==> config.mk <==
export PLATFORM = sky130hd
export DESIGN_NAME = coef_loader
export DESIGN_NICKNAME = d
export VERILOG_FILES = /design/src/rtl/coef_loader.sv
export SDC_FILE = /design/constraint.sdc
export NUM_CORES = 1
export LEC_CHECK = 0
export CAP_MARGIN = 20
export CELL_PAD_IN_SITES_DETAIL_PLACEMENT = 0
export CELL_PAD_IN_SITES_GLOBAL_PLACEMENT = 2
export CORE_MARGIN = 2
export CORE_UTILIZATION = 36
export CTS_BUF_LIST = sky130_fd_sc_hd__clkbuf_8
export DETAILED_ROUTE_END_ITERATION = 6
export GPL_TIMING_DRIVEN = 1
export PLACE_DENSITY = 0.78
export REMOVE_ABC_BUFFERS = 1
export SLEW_MARGIN = 40
export SYNTH_ARGS = -nofsm -noshare
export SYNTH_HDL_FRONTEND = slang
export SYNTH_SLANG_ARGS = --single-unit
==> constraint.sdc <==
create_clock -name clk -period 3.1 [get_ports clk]
set_clock_uncertainty 0.1 [all_clocks]
set_input_delay 0.465 -clock clk [delete_from_list [all_inputs] [get_ports clk]]
set_output_delay 0.465 -clock clk [all_outputs]
set_load 0.01 [all_outputs]
==> src/rtl/coef_loader.sv <==
// Coefficient frame loader: collects NTAP words into a shadow bank and swaps
// them into the active FIR coefficient bank on the next sample boundary.
module coef_loader #(
    parameter int unsigned        NTAP   = 16,
    parameter logic signed [15:0] RST_C0 = 16'sh7FFF
) (
    input  logic                    clk,
    input  logic                    rst,
    input  logic                    in_valid,
    output logic                    in_ready,
    input  logic signed [15:0]      in_data,
    input  logic                    in_last,
    input  logic                    sample_tick,
    input  logic                    abort,
    output logic [NTAP-1:0][15:0]   coef,
    output logic                    coef_updated,
    output logic                    frame_err,
    output logic                    busy,
    output logic [7:0]              commit_cnt
);

    localparam int unsigned IDX_W = (NTAP > 1) ? $clog2(NTAP) : 1;
    localparam logic [IDX_W-1:0] LAST_IDX = IDX_W'(NTAP - 1);

    localparam logic [1:0] IDLE      = 2'd0;
    localparam logic [1:0] LOAD      = 2'd1;
    localparam logic [1:0] WAIT_SWAP = 2'd2;

    logic [1:0]       state, state_nxt;
    logic [IDX_W-1:0] idx, idx_nxt;
    logic             err_nxt;
    logic             commit_nxt;
    logic             xfer;
    logic [15:0]      shadow [NTAP];

    // in_ready is a register, so the handshake never depends on inputs
    assign xfer = in_valid && in_ready;

    // State and output registers
    always_ff @(posedge clk) begin
        if (rst) begin
            state        <= IDLE;
            idx          <= '0;
            in_ready     <= 1'b1;
            busy         <= 1'b0;
            frame_err    <= 1'b0;
            coef_updated <= 1'b0;
            commit_cnt   <= '0;
            coef         <= '0;
            coef[0]      <= RST_C0;
        end else begin
            state        <= state_nxt;
            idx          <= idx_nxt;
            in_ready     <= (state_nxt != WAIT_SWAP);
            busy         <= (state_nxt != IDLE);
            frame_err    <= err_nxt;
            coef_updated <= commit_nxt;
            if (commit_nxt) begin
                commit_cnt <= commit_cnt + 8'd1;
                for (int i = 0; i < int'(NTAP); i++) begin
                    coef[i] <= shadow[i];
                end
            end
        end
    end

    // Shadow bank needs no reset: every committed frame rewrites all taps
    always_ff @(posedge clk) begin
        if (xfer) begin
            shadow[idx] <= in_data;
        end
    end

    // Next-state logic; IDLE always holds idx=0, so it shares LOAD's word rules
    always_comb begin
        state_nxt  = state;
        idx_nxt    = idx;
        err_nxt    = 1'b0;
        commit_nxt = 1'b0;
        case (state)
            IDLE, LOAD: begin
                if (state == LOAD && abort) begin
                    state_nxt = IDLE;
                    idx_nxt   = '0;
                end else if (xfer) begin
                    if (idx == LAST_IDX) begin
                        idx_nxt = '0;
                        if (in_last) begin
                            state_nxt = WAIT_SWAP;
                        end else begin
                            state_nxt = IDLE;
                            err_nxt   = 1'b1;
                        end
                    end else if (in_last) begin
                        state_nxt = IDLE;
                        idx_nxt   = '0;
                        err_nxt   = 1'b1;
                    end else begin
                        state_nxt = LOAD;
                        idx_nxt   = idx + IDX_W'(1);
                    end
                end
            end
            WAIT_SWAP: begin
                if (abort) begin
                    state_nxt = IDLE;
                    idx_nxt   = '0;
                end else if (sample_tick) begin
                    state_nxt  = IDLE;
                    idx_nxt    = '0;
                    commit_nxt = 1'b1;
                end
            end
            default: begin
                state_nxt = IDLE;
                idx_nxt   = '0;
            end
        endcase
    end

endmodule

# After elaboration in Yosys (flattened, before gate mapping)
# Memories as Yosys holds them, arrays and structs flattened. A register that Yosys moved wholly into a read port is not among the register bits.
# Index checks and enable logic that the tools add are counted.
[word_totals]
out_inout_bits = 268
mem_count = 1
reg_bits = 18
ramBits = 256
wordCells = 48
in_bits = 22
[mem_list]
columns = ["memory", "depth", "word_bits", "rd", "rd_clocked_by_memory_dff", "wr", "line_no", "source"]
rows = [
  ["shadow", 16, 16, 16, 16, 1, "34", "logic [15:0] shadow [NTAP];"],
]
[classes]
n_addsub = 2
n_bitwise = 2
n_mux = 23
n_eq_ne = 6
reduce_logical = 7
[ops]
columns = ["cell", "count"]
rows = [
  ["$mux 4", 6],
  ["$mux 2", 6],
  ["$mux 1", 9],
  ["$add 8x1->8 const B", 1],
  ["$pmux 4 s2", 1],
  ["$ne 3x3->1 const B", 2],
  ["$add 4x1->4 const B", 1],
  ["$eq 4x4->1 const B", 1],
  ["$pmux 2 s2", 1],
  ["$reduce_or 4->1", 1],
  ["$eq 2x1->1 const B", 1],
  ["$eq 2x2->1 const B", 1],
  ["$logic_and 1x1->1", 2],
  ["$logic_not 2->1", 1],
  ["$ne 2x2->1 const B", 1],
  ["$not 1->1", 2],
  ["$reduce_and 2->1", 1],
  ["$reduce_bool 2->1", 1],
  ["$reduce_or 2->1", 1],
]

# Logic depth before layout (Yosys ltp)
[logic_depth]
word_depth = 6
mapped_depth = 7

# Least setup slack after synthesis
# Ideal clock, no wire load.
[synth_timing]
path_type = "input -> register"
from = "input in_valid"
to = "memory shadow[0][0] (enable)"
arrival_time_ps = 2120
path_slack_ps = 471
setup_time_ps = 409
t_required_ps = 2591
path_stages = 4
path_cell_list = "and2_1 clkbuf_1 nand2_1 nor3_1"
[synth_via]
elab_chain_cells = 3
[synth_lines]
columns = ["element", "line_no", "source"]
rows = [
  ["start: declaration", "9", "input logic in_valid,"],
  ["$logic_and 1x1->1", "37", "assign xfer = in_valid && in_ready;"],
  ["$mux 1", "69", "if (xfer) begin"],
  ["$mux 1 (not written as such)", "70", "shadow[idx] <= in_data;"],
  ["end: declaration", "34", ""],
]
# Every way passes these cells.

# Final worst setup path
[layout_timing]
from = "register commit_cnt[3]"
to = "output commit_cnt[3]"
[layout_lines]
columns = ["element", "line_no", "source"]
rows = [
  ["start: declaration", "19", "output logic [7:0] commit_cnt"],
  ["start signal: assignment", "59", "commit_cnt <= commit_cnt + 8'd1;"],
]
# No word-level cell between the ends.

==> results.py <==
metrics = {
    "global_route": {
        "grt_overflow": 0,
        "grt_pass1_vias": 11636,
        "grt_pass1_wl_mm": 70.9,
        "grt_max_degree": 101,
        "antenna_found_initial": 4,
        "grt_util_all_layers_pct": 18.7,
    },
    "clock_tree": {
        "htreeDepth": 3,
        "worstSkewPairLatency_ns": 0.65,
        "cts_sinks": 530,
        "clk_path_buf_depth": 3,
        "holdBufCountCts": 0,
        "post_cts_buffers": 0,
        "numCtsBuffers": 87,
        "cts_tree": "done",
        "cts-root-buf": "clkbuf_8",
        "clk_pin_slew_ns": 0.06,
        "cts_resized": 0,
    },
    "min_path": {
        "hold_class": "in2reg",
        "min_from": "in_data[3]",
        "min_path_cells": 1,
        "whs_endpoint": "shadow[1][3]$_DFFE_PP_",
    },
    "synth": {
        "synth_edf_count": 256,
        "syn-cell-area_um2": 17500,
        "synth_async_sr_flop_share_pct": 0,
        "syn_avg_cell_area_um2": 11.8,
        "yosysMostFrequentCell": "nand2_1",
        "synth_flop_cell": "dfxtp_1",
        "ys_types": 40,
        "synth_cells": 1490,
        "synth_warnings": 0,
        "seq_area_frac_synth_pct": 75.2,
        "yosys_register_bits": 530,
        "synth_common_cells": "521 x nand2_1, 274 x dfxtp_1, 256 x edfxtp_1",
        "yosysTopAreaCellShare_pct": 43.9,
        "synth.area.top_cells": "edfxtp_1 44%, dfxtp_1 31%, nand2_1 11%, a21oi_1 7.1%, buf_2 0.97%",
        "synth_area_leader_cell": "edfxtp_1",
    },
    "cells_and_area": {
        "stdcell_area_um2": 23000,
        "drive_gt1_share_pct": 10.7,
        "fillers": 4452,
        "instances_no_fill": 2522,
        "area_growth_pct": 31.2,
        "fin_nets": 1861,
    },
    "place": {
        "place_area_um2": 21300,
        "preCtsSetupSlack_ns": 0.563,
        "dp_hpwl_mm": 28.8,
        "gp_congestion": 0.727,
        "numPortBuffers": 289,
        "placedCellCount": 2360,
    },
    "worst_setup_path": {
        "cp.required_ns": 2.53,
        "rr_worst_depth": 4,
        "worstSetupStartpoint": "commit_cnt[3]$_SDFFE_PP0P_",
        "arrival_ns": 1.65,
        "cp-end-kind": "output pin",
        "crit_path_max_incr_delay_ns": 0.58,
        "ff2ff_setup_slack_ns": 1.19,
        "cp_max_fo": 6,
        "critPathSlowestCell": "clkdlybuf4s50_1",
        "worstSetupPathType": "reg2out",
        "cp-start-kind": "flop",
        "cp_cell_sequence": "clkdlybuf4s50_1",
        "cp.buffers_inverters": 1,
        "r2r-end": "shadow[2][10]$_DFFE_PP_",
        "r2r-start": "in_ready$_SDFF_PP1_",
        "critical_path.top_delay_family": "buffers and inverters",
    },
    "timing": {
        "slew_headroom_pct": 44.6,
        "hold_violations": 0,
        "finalSetupViolCount": 0,
        "fmax_mhz": 451,
        "worst_pin_slew_ns": 0.830,
        "period_needed_ns": 2.22,
        "worst_slack_ns": 0.883,
        "drv_slew": 0,
        "rsz0062_at_grt": "no",
        "fin_crit_sh_pct": 71.5,
        "whs_ns": 0.171,
    },
    "floorplanning": {
        "io_pins": 290,
        "core_um2": 47800,
        "core.rowCount": 80,
        "dieArea_um2": 50400,
        "initial_core_util_pct": 36.6,
        "die_x_um": 225,
        "die_h_um": 225,
    },
    "drt": {
        "routed_wl_mm": 47.4,
        "num_vias": 11858,
        "ant_nets": 0,
        "viasPerCell": 4.70,
        "drt_iter0_markers": 621,
        "avgRoutedWirePerCell_um": 18.8,
        "dr.pass1.iters": 5,
        "drcViolationCount": 0,
    },
    "power": {
        "leakage_nw": 7.66,
        "p_per_area_nw_per_um2": 581,
        "peakVddDrop_uv": 312,
    },
    "flow_run": {
        "drv_cap": 0,
    },
    "outcome": {
        "status": "complete, no violations",
    },
}
==> cell usage in the layout, fill, tap and decap left out, types with 4 or more instances in the layout <==
cell / instances
buf_4: 50
nand4_1: 4
ha_1: 5
nand2_1: 521
o31ai_1: 4
nor2_2: 12
edfxtp_1: 256
dfxtp_1: 274
o21ai_0: 4
nand3b_1: 15
nor2_1: 6
nand3_1: 4
clkdlybuf4s50_1: 285
buf_12: 8
clkinv_2: 13
clkbuf_8: 106
clkinv_1: 4
a21oi_1: 249
inv_1: 43
nor3_2: 4
==> per-layer routing <==
metal  vias up  global-route usage [%]  wire (µm)
li1       5768                       -          -
met1      5733                    25.5      21900
met2       289                    29.5      22100
met3        68                    4.06       2330
met4         0                    6.94       1100
met5         -                       0          0
==> flip-flops by register name, summed over array words and instances, names as in the netlist <==
signal	flops
coef	256
shadow	256
commit_cnt	8
idx	4
state	2
busy	1
coef_updated	1
frame_err	1
in_ready	1
==> power by group <==
group | switching, W | leakage, nW | total [W] | internal [W]
clock network | 0.00269 | 1.01 | 0.00576 | 0.00307
registers | 0.00000900 | 4.52 | 0.00737 | 0.00736
logic | 0.000178 | 2.13 | 0.000236 | 0.0000574
==> cells by family after synthesis <==
logic type,share of synthesized area [%]
AOI/OAI and AO/OA,7.82
xor gates and xnor gates,0.100
adders and majority gates,0.357
buffers and inverters,2.73
DFF,75.2
muxes,0.186
and+or+nand+nor,13.6
==> per-stage QoR <==
step | utilization, % | setup TNS, ns | power (W)
2_1_floorplan | - | -614.64 | 0.00755
5_1_grt | 48.0 | 0 | 0.0139
4_1_cts | 48.0 | 0 | 0.0136
3_5_place_dp | 44.5 | 0 | 0.00776
6_report | 48.0 | 0 | 0.0134
3_3_place_gp | 44.5 | 0 | 0.00776
==> worst max path at each step <==
stage	endpoint	cells after the start	slack [ns]
after floorplan	commit_cnt[4]$_SDFFE_PP0P_	3	-2.85
after detailed placement	coef[26]$_SDFFE_PP0P_	6	0.56
after global routing	commit_cnt[3]	1	0.79
final	commit_cnt[3]	1	0.88
after CTS	commit_cnt[3]	1	0.80
after global placement	coef[17]$_SDFFE_PP0P_	6	0.61
==> cell type report <==
cell class	count	area [µm²]	share of cell area (%)
inverters	6	22.5	0.0980
repair buffers	347	3420	14.9
well taps	615	769	3.35
multi-input cells	862	3920	17.0
diodes	1	2.50	0.0109
flip-flops and latches	530	13200	57.3
clock buffers	105	1450	6.29
clock inverters	56	235	1.02
Power figures use the tool's default switching activity.
